--- config.mk ---
export PLATFORM = sky130hd
export DESIGN_NAME = ballot_collector
export DESIGN_NICKNAME = d
export VERILOG_FILES = /design/src/rtl/ballot_collector.sv
export SDC_FILE = /design/constraint.sdc
export NUM_CORES = 1
export LEC_CHECK = 0
export BUFFER_PORTS_ARGS = -buffer_cell sky130_fd_sc_hd__buf_2
export CAP_MARGIN = 30
export CORE_ASPECT_RATIO = 0.7
export CORE_MARGIN = 2
export CORE_UTILIZATION = 25
export CTS_BUF_LIST = sky130_fd_sc_hd__clkbuf_8
export DETAILED_ROUTE_END_ITERATION = 7
export SLEW_MARGIN = 10
export SYNTH_ARGS = -nofsm -noshare
export SYNTH_HDL_FRONTEND = slang
export SYNTH_SLANG_ARGS = --single-unit
--- constraint.sdc ---
create_clock -name clk -period 1.6 [get_ports clk]
set_clock_uncertainty 0.1 [all_clocks]
set_input_delay 0.08 -clock clk [delete_from_list [all_inputs] [get_ports clk]]
set_output_delay 0.08 -clock clk [all_outputs]
set_load 0.02 [all_outputs]
--- src/rtl/ballot_collector.sv ---
// Polls four voters in turn, records each vote or a timeout abstention,
// then presents the collected ballot until the consumer accepts it.
module ballot_collector #(
  parameter int TIMEOUT = 15
) (
  input  logic       clk,
  input  logic       rst_n,
  input  logic       start,
  output logic [3:0] vote_req,
  input  logic       vote_vld,
  input  logic       vote_val,
  output logic [3:0] ballot,
  output logic [3:0] abstain,
  output logic [2:0] yes_cnt,
  output logic       ballot_vld,
  input  logic       ballot_rdy,
  output logic       busy
);

  localparam logic [1:0] S_IDLE    = 2'd0;
  localparam logic [1:0] S_POLL    = 2'd1;
  localparam logic [1:0] S_PRESENT = 2'd2;

  localparam logic [7:0] LP_LAST = 8'(TIMEOUT - 1);

  logic [1:0] r_state;
  logic [1:0] r_idx;
  logic [7:0] r_cnt;
  logic [3:0] r_req;
  logic [3:0] r_ballot;
  logic [3:0] r_abstain;
  logic [2:0] r_yes;
  logic       r_vld;
  logic       r_busy;

  logic w_last;
  logic w_expired;
  logic w_advance;

  assign w_last    = (r_idx == 2'd3);
  assign w_expired = (r_cnt == LP_LAST);
  // A vote arriving on the expiry edge wins over the abstention.
  assign w_advance = vote_vld || w_expired;

  always_ff @(posedge clk or negedge rst_n) begin
    if (!rst_n) begin
      r_state   <= S_IDLE;
      r_idx     <= 2'd0;
      r_cnt     <= 8'd0;
      r_req     <= 4'd0;
      r_ballot  <= 4'd0;
      r_abstain <= 4'd0;
      r_yes     <= 3'd0;
      r_vld     <= 1'b0;
      r_busy    <= 1'b0;
    end else begin
      unique case (r_state)
        S_IDLE: begin
          if (start) begin
            r_state   <= S_POLL;
            r_idx     <= 2'd0;
            r_cnt     <= 8'd0;
            r_req     <= 4'b0001;
            r_ballot  <= 4'd0;
            r_abstain <= 4'd0;
            r_yes     <= 3'd0;
            r_busy    <= 1'b1;
          end
        end
        S_POLL: begin
          if (vote_vld) begin
            r_ballot[r_idx] <= vote_val;
            r_yes           <= r_yes + {2'b00, vote_val};
          end else if (w_expired) begin
            r_ballot[r_idx]  <= 1'b0;
            r_abstain[r_idx] <= 1'b1;
          end
          if (w_advance) begin
            r_cnt <= 8'd0;
            if (w_last) begin
              r_state <= S_PRESENT;
              r_req   <= 4'd0;
              r_vld   <= 1'b1;
            end else begin
              r_idx <= r_idx + 2'd1;
              r_req <= {r_req[2:0], 1'b0};
            end
          end else begin
            r_cnt <= r_cnt + 8'd1;
          end
        end
        S_PRESENT: begin
          if (ballot_rdy) begin
            r_state <= S_IDLE;
            r_vld   <= 1'b0;
            r_busy  <= 1'b0;
          end
        end
        default: begin
          r_state <= S_IDLE;
          r_req   <= 4'd0;
          r_vld   <= 1'b0;
          r_busy  <= 1'b0;
        end
      endcase
    end
  end

  assign vote_req   = r_req;
  assign ballot     = r_ballot;
  assign abstain    = r_abstain;
  assign yes_cnt    = r_yes;
  assign ballot_vld = r_vld;
  assign busy       = r_busy;

endmodule
* Yosys cells after proc, flatten, opt, wreduce, memory -nomap -nowiden
Cells that the tools add are included.
Widths: inputs -> output; s select.
** Storage, ports and cells
- Logic and storage cells :: 81
- Register bits :: 29
** Cells by class
- Eq/ne operators :: 13
- Bitwise operators :: 6
- $lt $le $gt $ge :: 2
- $add $sub $neg :: 3
- Reductions and logical operators :: 13
- Muxes and demuxes :: 35
** Operators by type and width (count)
- $mux 4 :: 8
- $mux 8 :: 2
- $ne 2x2->1 const B :: 8
- $pmux 4 s2 :: 2
- $pmux 8 s2 :: 1
- $reduce_and 4->1 :: 4
- $mux 2 :: 7
- $pmux 4 s3 :: 1
- $reduce_and 3->1 :: 4
- $add 8x1->8 const B :: 1
- $eq 8x4->1 const B :: 1
- $mux 3 :: 2
- $pmux 1 s3 :: 2
- $pmux 2 s3 :: 1
- $pmux 3 s2 :: 1
- $mux 1 :: 5
- $and 4x4->4 :: 1
- $bwmux 4 :: 1
- $eq 2x2->1 const B :: 2
- $not 4->4 :: 1
- $or 4x4->4 :: 1
- $pmux 2 s2 :: 1
- $add 3x1->3 :: 1
- $lt 2x3->1 const B :: 1
- other kinds (11) :: 13

* Depth between registers and ports, before layout
Gate-level depths: netlist (run 1).
- Depth in word-level cells :: 9
- Depth in mapped cells :: 7
- Depth with buffers taken out :: 6

* Least setup slack after synthesis (run 1)
Ideal clock, no wire load.
- Path kind :: reg2reg
- From :: reg r_cnt[5]
- To :: reg r_ballot[3], in the netlist ballot[3]
- Slack :: -0.127 ns
- Arrival time :: 1.506 ns
- Cell stages (with the launch flop) :: 6
- Buffers on the path :: 1
- Path through :: dfrtp_1 -> or3_4 -> o211ai_4 -> buf_6 -> nand2_1 -> a22o_1
** On the way
- Word-level cells in the longest chain between the ends :: 3
** Ends and longest elaborated chain
- start, declared :: line 28 : logic [7:0] r_cnt;
- start signal, assigned :: line 89 : r_cnt <= r_cnt + 8'd1;
- $eq 8x4->1 :: line 41 : assign w_expired = (r_cnt == LP_LAST);
- $ne 3x3->1 (no line)
- $reduce_and 3->1 (no line)
- end signal, assigned by index :: line 72 : r_ballot[r_idx] <= vote_val;
- end, declared :: line 30 : logic [3:0] r_ballot;
No other way between the ends.
A chain may end at the register's enable or synchronous reset.

* Worst setup path in the final report (run 1)
- From :: reg r_cnt[7]
- To :: reg r_cnt[2]
** On the way
- Word-level cells in the longest chain between the ends :: 4
** Ends and longest elaborated chain
- $eq 8x4->1 :: line 41
- $logic_or 1x1->1 :: line 43 : assign w_advance = vote_vld || w_expired;
- $mux 8 :: line 78 : if (w_advance) begin
- $pmux 8 s2 :: line 57 : unique case (r_state)
No other way between the ends.

==> flow_summary.yaml, run 1 <==
status:
  status: "finished with violations"
  failed_checks: "setup timing"
layout:
  drive_above_1_share: 0.330
  final_cells: 269
  diodes: 0
  final_common_cell: "dfrtp_1"
  finalNetCount: 207
  final_cell_mix: "29 x dfrtp_1, 22 x buf_2, 21 x buf_4, 12 x nand2_1, 11 x inv_1"
  multi_input_area_sq_um: 711
  syn2layout_area_growth_pct: 36.2
  regArea_sq_um: 726
  fill_cells: 580
synth:
  synthCells: 144
  yosys.area.top_type: "dfrtp_1"
  seq_area_frac_synth: 0.488
  ys_seq_elements: 29
  yosys-top-cells-area: "dfrtp_1 49%, ha_1 6.7%, a22o_1 5.3%"
  ys_types: 38
  synth_nets: 158
  synth_ff_type: "dfrtp_1"
  async_flop_share: 1.00
  post-synth-top-area-fraction: 0.488
  synth.cell_area_sq_um: 1490
  synth-edff-count: 0
  avgSynthCellArea_sq_um: 10.3
  ys_warn_count: 0
floorplan:
  die_x_microns: 96.2
  die_y_microns: 68.5
  row_count: 23
  io-pin-count: 23
  start_util: 0.260
  die_area_sq_um: 6590
  core_sq_um: 5730
worst_setup_path:
  cp_slowest_cell: "or3_4"
  cp_cell_sequence: "or3_4, o211ai_4, buf_6, buf_6, nor3b_2, a21o_1"
  critPathArrivalTime_ns: 1.77
  end_kind: "flop"
  crit_buf_inv: 2
  crit_family: "simple AND/OR/NAND/NOR gates"
  slowest_delay_ns: 0.40
  cp_common_cell: "buf_6"
  crit_fanout: 8
  worstPathRequired_ns: 1.68
  setup.worst_path.start_class: "flop"
  critical_path_class: "flop to flop"
grt:
  grt_max_degree: 30
  antenna_found_initial: 0
  grt_use_met3: 0.0370
  gr-total-overflow: 0
  top_usage_layer: "met2"
  grt.total_usage: 0.122
  grt_pass1_vias: 1199
  grtUsageMet2: 0.182
  grt_pass1_wl_mm: 5.78
  met1_usage: 0.156
place:
  place_congestion: 0.836
  dp_cells: 258
  port_buffers: 22
  hpwlAfterDp_mm: 2.50
drt:
  drt_wl_total_mm: 3.46
  post-route-drc-count: 0
  first_iter_violations: 31
  via_count: 1239
  ant_nets: 0
  drt-pass1-iter-count: 4
  drt-vias-per-instance: 4.61
  wl_per_cell_microns: 12.9
sta:
  report.final.slew_viol_count: 0
  hold_violations: 0
  period_minus_slack_ns: 1.69
  slew_headroom: 0.552
  max_freq_mhz: 593
  layout_setup_ws_ns: -0.0855
  rsz0062_at_grt: "true"
  worstMarginPinSlew_ns: 0.672
  setup_viol: 17
  whs_ns: 0.119
  period_share: 1.05
run:
  drv_cap: 0
clock_network:
  path_clk_slew_ns: 0.07
  cts-root-buf: "clkbuf_8"
  cts_buffer_depth: 2
  insertion_delay_ns: 0.29
  cts_sinks: 29
  cts_buffers: 5
  cts_tree: "done"
  h-tree-depth: 2
pwr:
  p_leak_nw: 1.01
  peakVddDrop_v: 0.000541
  power_density_nw_per_um2: 1700
worst_hold_path:
  holdCritPathClass: "input port to flop"
worst min-delay path: cells and delay by family:
| kind | cells | cell delay [ns] |
|---|---|---|
| simple gates | 1 | 0.08 |
| buf+inv | 2 | 0.24 |
| compound gates | 1 | 0.07 |
cell families after synthesis:
group | count (synthesis) | share of synthesized area
AND/OR/NAND/NOR | 43 | 0.154
AO/OA/AOI/OAI | 40 | 0.196
flip-flops | 29 | 0.488
buffers and inverters | 17 | 0.0488
adder cells (fa/ha/maj) | 8 | 0.0673
multiplexers | 5 | 0.0345
XOR/XNOR | 2 | 0.0118
cells in the mapped netlist (all sizes together), types with 3 or more instances:
library cell	n
a21oi	4
inv	11
o211ai	4
a22o	9
mux2i	4
nor2	5
clkbuf	4
nand2	13
dfrtp	29
nand3	4
o21ai	11
nand2b	3
ha	8
a21o	3
power by group:
part           internal, mW  total, mW  switching, mW  leakage (nW)
combinational         0.644       1.46          0.817         0.561
sequential            0.935       1.07          0.133         0.382
clock                 0.618      0.921          0.303        0.0681
total                  2.20       3.45           1.25          1.01
worst paths after layout:
kind / depth (start not counted) / from / slack [ns] / to
hold reg to reg: 1 / abstain[1] / 0.40 / abstain[1]
max in group asynchronous: 2 / rst_n / 0.70 / r_cnt[3]
hold / removal: 4 / start / 0.12 / r_state[0]
min in group asynchronous: 2 / rst_n / 0.25 / yes_cnt[1]
setup reg to reg: 6 / r_cnt[7] / -0.09 / r_cnt[2]
setup / recovery: 6 / r_cnt[7] / -0.09 / r_cnt[2]
cell type report:
cell class,instances,share of cell area
inverters,11,0.0204
flip-flops and latches,29,0.358
repair buffers,48,0.159
clock inverters,3,0.0321
multi-input cells,98,0.351
well taps,75,0.0463
clock buffers,5,0.0340
per-stage QoR:
step           area (sq um)  utilization  total power, mW  worst slack, ns  TNS (ns)
6_report               2030        0.354             3.45          -0.0855    -0.664
5_1_grt                2030        0.354             3.70           -0.170     -2.38
4_1_cts                2010        0.352             3.46          -0.0873    -0.797
3_5_place_dp           1830        0.320             2.48          -0.0927    -0.662
3_3_place_gp           1830        0.320             2.47          -0.0511    -0.317
2_1_floorplan          1490            -             1.95           -0.109    -0.683
timing repair:
item | in CTS | in global routing
gates resized for setup | 7 | 2
setup buffers | 0 | 1
hold buffers | 2 | 0
pin swaps | 4 | 3
setup endpoints to repair | 18 | 23
endpoints found under the hold margin | 30 | 0
state kept, by name, indices dropped and copies added, names as in the netlist:
name,count
yes_cnt,3
busy,1
r_idx,2
vote_req,4
r_cnt,8
ballot_vld,1
abstain,4
ballot,4
r_state,2
layer usage:
layer | up-vias | share of wire
li1 | 608 | -
met1 | 602 | 0.51
met2 | 21 | 0.42
met3 | 8 | 0.041
met4 | 0 | 0.023
met5 | - | 0
Power figures use the tool's default switching activity.
==> inputs of run 2 (changes only) <==
clock period = 2.2 ns   (was 1.6 ns; I/O delays follow)
==> flow_summary.yaml, run 2 (synthesized netlist as in run 1, its figures left out) <==
clock_network:
  cts_resized: 0
  insertion_delay_ns: 0.29
  cts_sinks: 29
  cts_setup_buffers: 0
  cts_tree: "done"
  cts-hold-fix-buffers: 1
  cts_buffer_depth: 2
  h-tree-depth: 2
  cts-root-buf: "clkbuf_8"
  path_clk_slew_ns: 0.07
  cts_buffers: 5
drt:
  post-route-drc-count: 0
  drt_wl_total_mm: 3.27
  wl_per_cell_microns: 13.2
  drt-pass1-iter-count: 4
  ant_nets: 0
  via_count: 1140
  drt-vias-per-instance: 4.60
  first_iter_violations: 33
place:
  dpl-instance-area_sq_um: 1690
  hpwlAfterDp_mm: 2.29
  pre_cts_ws_ns: 0.199
  port_buffers: 22
  place_congestion: 0.737
layout:
  design_area_sq_um: 1780
  drive_above_1_share: 0.220
  regMostFlops: "r_cnt"
  final_common_cell: "dfrtp_1"
  largest_register_ffs: 8
  diodes: 0
  syn2layout_area_growth_pct: 19.8
  final_cell_mix: "29 x dfrtp_1, 22 x buf_2, 13 x nand2_1, 12 x inv_1, 11 x o21ai_0"
  fill_cells: 605
  utilization: 0.311
  finalNetCount: 186
grt:
  gr-total-overflow: 0
  met1_usage: 0.153
  grt_use_met3: 0.0565
  grt_max_degree: 30
  grt.total_usage: 0.115
  grtUsageMet2: 0.161
  grt_pass1_wl_mm: 5.44
  top_usage_layer: "met2"
  antenna_found_initial: 0
  grt_pass1_vias: 1084
floorplan:
  start_util: 0.260
  die_y_microns: 68.5
  die_area_sq_um: 6590
  io-pin-count: 23
  row_count: 23
  die_x_microns: 96.2
  core_sq_um: 5730
pwr:
  p_total_mw: 2.11
  p_leak_nw: 0.879
  power_density_nw_per_um2: 1180
  peakVddDrop_v: 0.000237
worst_setup_path:
  setup.worst_path.start_class: "flop"
  r2r_end: "vote_req[2]"
  reg2reg_from: "r_cnt[5]"
  crit_fanout: 19
  reg2regPathDepth: 4
  critical_path_class: "flop to flop"
  end_kind: "flop"
  crit_start: "r_cnt[5]"
  r2r_slack_ns: 0.18
  timing.critical_path.to: "vote_req[2]"
  worstPathRequired_ns: 2.31
  critPathArrivalTime_ns: 2.13
status:
  status: "finished, final reports clean"
worst_hold_path:
  holdCritPathClass: "input port to flop"
sta:
  setup_viol: 0
  tns_ns: 0
  slew_headroom: 0.555
  hold_violations: 0
  worstMarginPinSlew_ns: 0.668
  period_minus_slack_ns: 2.02
  layout_setup_ws_ns: 0.180
  report.final.slew_viol_count: 0
  max_freq_mhz: 495
  rsz0062_at_grt: "false"
  period_share: 0.918
run:
  drv_cap: 0
-- run 2: routing by layer --
| layer | part of all wire | vias up |
|---|---|---|
| met4 | 0.011 | 0 |
| met5 | 0 | - |
| met1 | 0.50 | 543 |
| met2 | 0.42 | 28 |
| met3 | 0.072 | 4 |
| li1 | - | 565 |
-- run 2: through the flow --
step,std cells,hold WS [ns]
3_5_place_dp,239,0.0922
2_1_floorplan,144,-0.286
3_3_place_gp,239,0.0781
5_1_grt,248,0.0552
4_1_cts,248,0.0315
6_report,248,0.0427
-- run 2: power by group --
| group | leakage [nW] | internal (mW) | switching [mW] |
|---|---|---|---|
| clock network | 0.0491 | 0.214 | 0.216 |
| logic | 0.448 | 0.357 | 0.515 |
| registers | 0.382 | 0.680 | 0.126 |
-- run 2: area by class of cell --
class,count,area [sq um],share of cell area
Sequential cell,29,726,0.407
Clock buffer,5,68.8,0.0386
Multi-Input combinational cell,98,689,0.387
Timing Repair Buffer,27,150,0.0842
Inverter,11,41.3,0.0232
Clock inverter,3,13.8,0.00772
Tap cell,75,93.8,0.0526
-- run 2: worst min path at each step --
stage                from          to  slack [ns]  cells past startpoint
2_1_floorplan       rst_n  abstain[0]       -0.29                      0
3_3_place_gp        rst_n  ballot_vld        0.08                      1
3_5_place_dp        rst_n  ballot_vld        0.09                      1
4_1_cts        ballot_rdy  ballot_vld        0.03                      4
5_1_grt        ballot_rdy        busy        0.06                      3
6_report       ballot_rdy  ballot_vld        0.04                      4
-- run 2: critical path: stages (launching register included) --
cell and delay [ns]:
dfrtp_1 0.43, or3_4 0.43, o211ai_4 0.48, o21a_1 0.31
mux2i_1 0.20
==> inputs of run 3 (changes only) <==
PLACE_DENSITY = 0.49   (was unset)
==> flow_summary.yaml, run 3 (synthesized netlist as in run 1, its figures left out) <==
worst_setup_path:
  critPathArrivalTime_ns: 2.16
  worstPathRequired_ns: 2.30
  cp_cell_sequence: "inv_1, ha_1, nand4b_1, o211ai_4, o21a_1, mux2i_1"
  r2r_end: "vote_req[1]"
  crit_buf_inv: 1
  crit_family: "compound AO/OA/AOI/OAI gates"
  crit_fanout: 19
  crit_start: "r_cnt[0]"
  reg2regPathDepth: 6
  cp_num_cells: 6
  timing.critical_path.to: "vote_req[1]"
  reg2reg_from: "r_cnt[0]"
  slowest_delay_ns: 0.50
  r2r_slack_ns: 0.13
  cp_slowest_cell: "o211ai_4"
  end_kind: "flop"
  critical_path_class: "flop to flop"
  setup.worst_path.start_class: "flop"
pwr:
  p_leak_nw: 0.893
  p_sw_frac: 0.377
  p_seq_frac: 0.359
  peakVddDrop_v: 0.000250
  clockPowerShare: 0.250
  p_int_mw: 1.40
  power_density_nw_per_um2: 1240
  power_frac_comb: 0.391
  p_total_mw: 2.25
  power.switching_uw: 847
worst_hold_path:
  holdCritPathClass: "input port to flop"
  hold_start: "ballot_rdy"
layout:
  finalNetCount: 186
  syn2layout_area_growth_pct: 22.1
  regMostFlops: "r_cnt"
  final_cell_mix: "29 x dfrtp_1, 22 x buf_2, 13 x nand2_1, 12 x inv_1, 11 x o21ai_0"
  largest_register_ffs: 8
  utilization: 0.317
  final_common_cell: "dfrtp_1"
  drive_above_1_share: 0.220
  diodes: 0
drt:
  drt-pass1-iter-count: 4
  drt-vias-per-instance: 4.54
  first_iter_violations: 61
  drt_wl_total_mm: 3.27
  wl_per_cell_microns: 13.2
  post-route-drc-count: 0
  via_count: 1125
  ant_nets: 0
floorplan:
  io-pin-count: 23
  die_x_microns: 96.2
  core_sq_um: 5730
  die_y_microns: 68.5
  row_count: 23
  start_util: 0.260
  die_area_sq_um: 6590
clock_network:
  insertion_delay_ns: 0.27
  h-tree-depth: 2
  path_clk_slew_ns: 0.06
  cts_buffers: 5
  cts-root-buf: "clkbuf_8"
  cts_sinks: 29
  cts_tree: "done"
  cts_buffer_depth: 2
place:
  hpwlAfterDp_mm: 2.39
  place_congestion: 0.734
  pre_cts_ws_ns: 0.183
  port_buffers: 22
run:
  drv_cap: 0
sta:
  max_freq_mhz: 484
  layout_setup_ws_ns: 0.132
  slew_headroom: 0.553
  report.final.slew_viol_count: 0
  period_share: 0.940
  rsz0062_at_grt: "false"
  period_minus_slack_ns: 2.07
  worstMarginPinSlew_ns: 0.670
  setup_viol: 0
  tns_ns: 0
  hold_violations: 0
grt:
  antenna_found_initial: 0
  gr-total-overflow: 0
  grt_max_degree: 30
  grt_pass1_vias: 1067
  grt.total_usage: 0.109
  grt_pass1_wl_mm: 5.37
status:
  status: "finished, final reports clean"
## run 3: layout make-up
type | count | area (sq um)
well taps | 75 | 93.8
multi-input cells | 98 | 689
fillers | 612 | 3910
inverters | 11 | 41.3
clock inverters | 2 | 33.8
flip-flops and latches | 29 | 726
repair buffers | 27 | 150
clock buffers | 6 | 82.6
## run 3: per-layer routing
metal	global-route usage	up-vias	part of all wire
li1	-	566	-
met2	0.165	24	0.41
met3	0.0359	2	0.053
met4	0.0268	0	0.0043
met5	0	-	0
met1	0.151	533	0.53
## run 3: what timing repair did
action	4_1_cts	5_1_grt
buffers inserted	0	0
hold endpoints to repair	29	0
gates resized for setup	0	0
hold buffers	1	0
## run 3: power by group through the flow
stage | combinational (mW) | clock (mW) | sequential (mW)
after CTS | 0.895 | 0.588 | 0.809
after global placement | 0.888 | 0 | 0.819
after detailed placement | 0.890 | 0 | 0.816
after floorplan | 0.507 | 0 | 0.908
after global routing | 0.990 | 0.611 | 0.829
final | 0.880 | 0.562 | 0.807
## run 3: per-stage QoR
stage                     hold slack [ns]  cell area [sq um]  instances
after floorplan                    -0.286               1490        144
after global placement             0.0901               1690        239
after detailed placement           0.0984               1690        239
after CTS                          0.0291               1820        248
after global routing               0.0670               1820        248
final                              0.0415               1820        248
## run 3: worst min path at each step
stage                  endpoint  slack, ns  cells after the start
CTS                  ballot_vld       0.03                      4
global placement    vote_req[0]       0.09                      1
global route         ballot_vld       0.07                      4
detailed placement   yes_cnt[2]        0.1                      1
floorplan            abstain[0]      -0.29                      0
finish               ballot_vld       0.04                      4
## run 3: worst min-delay path, stage by stage
cell,delay [ns]
buf_2,0.07
nor2_1,0.05
nand2_1,0.06
o21ai_0,0.07
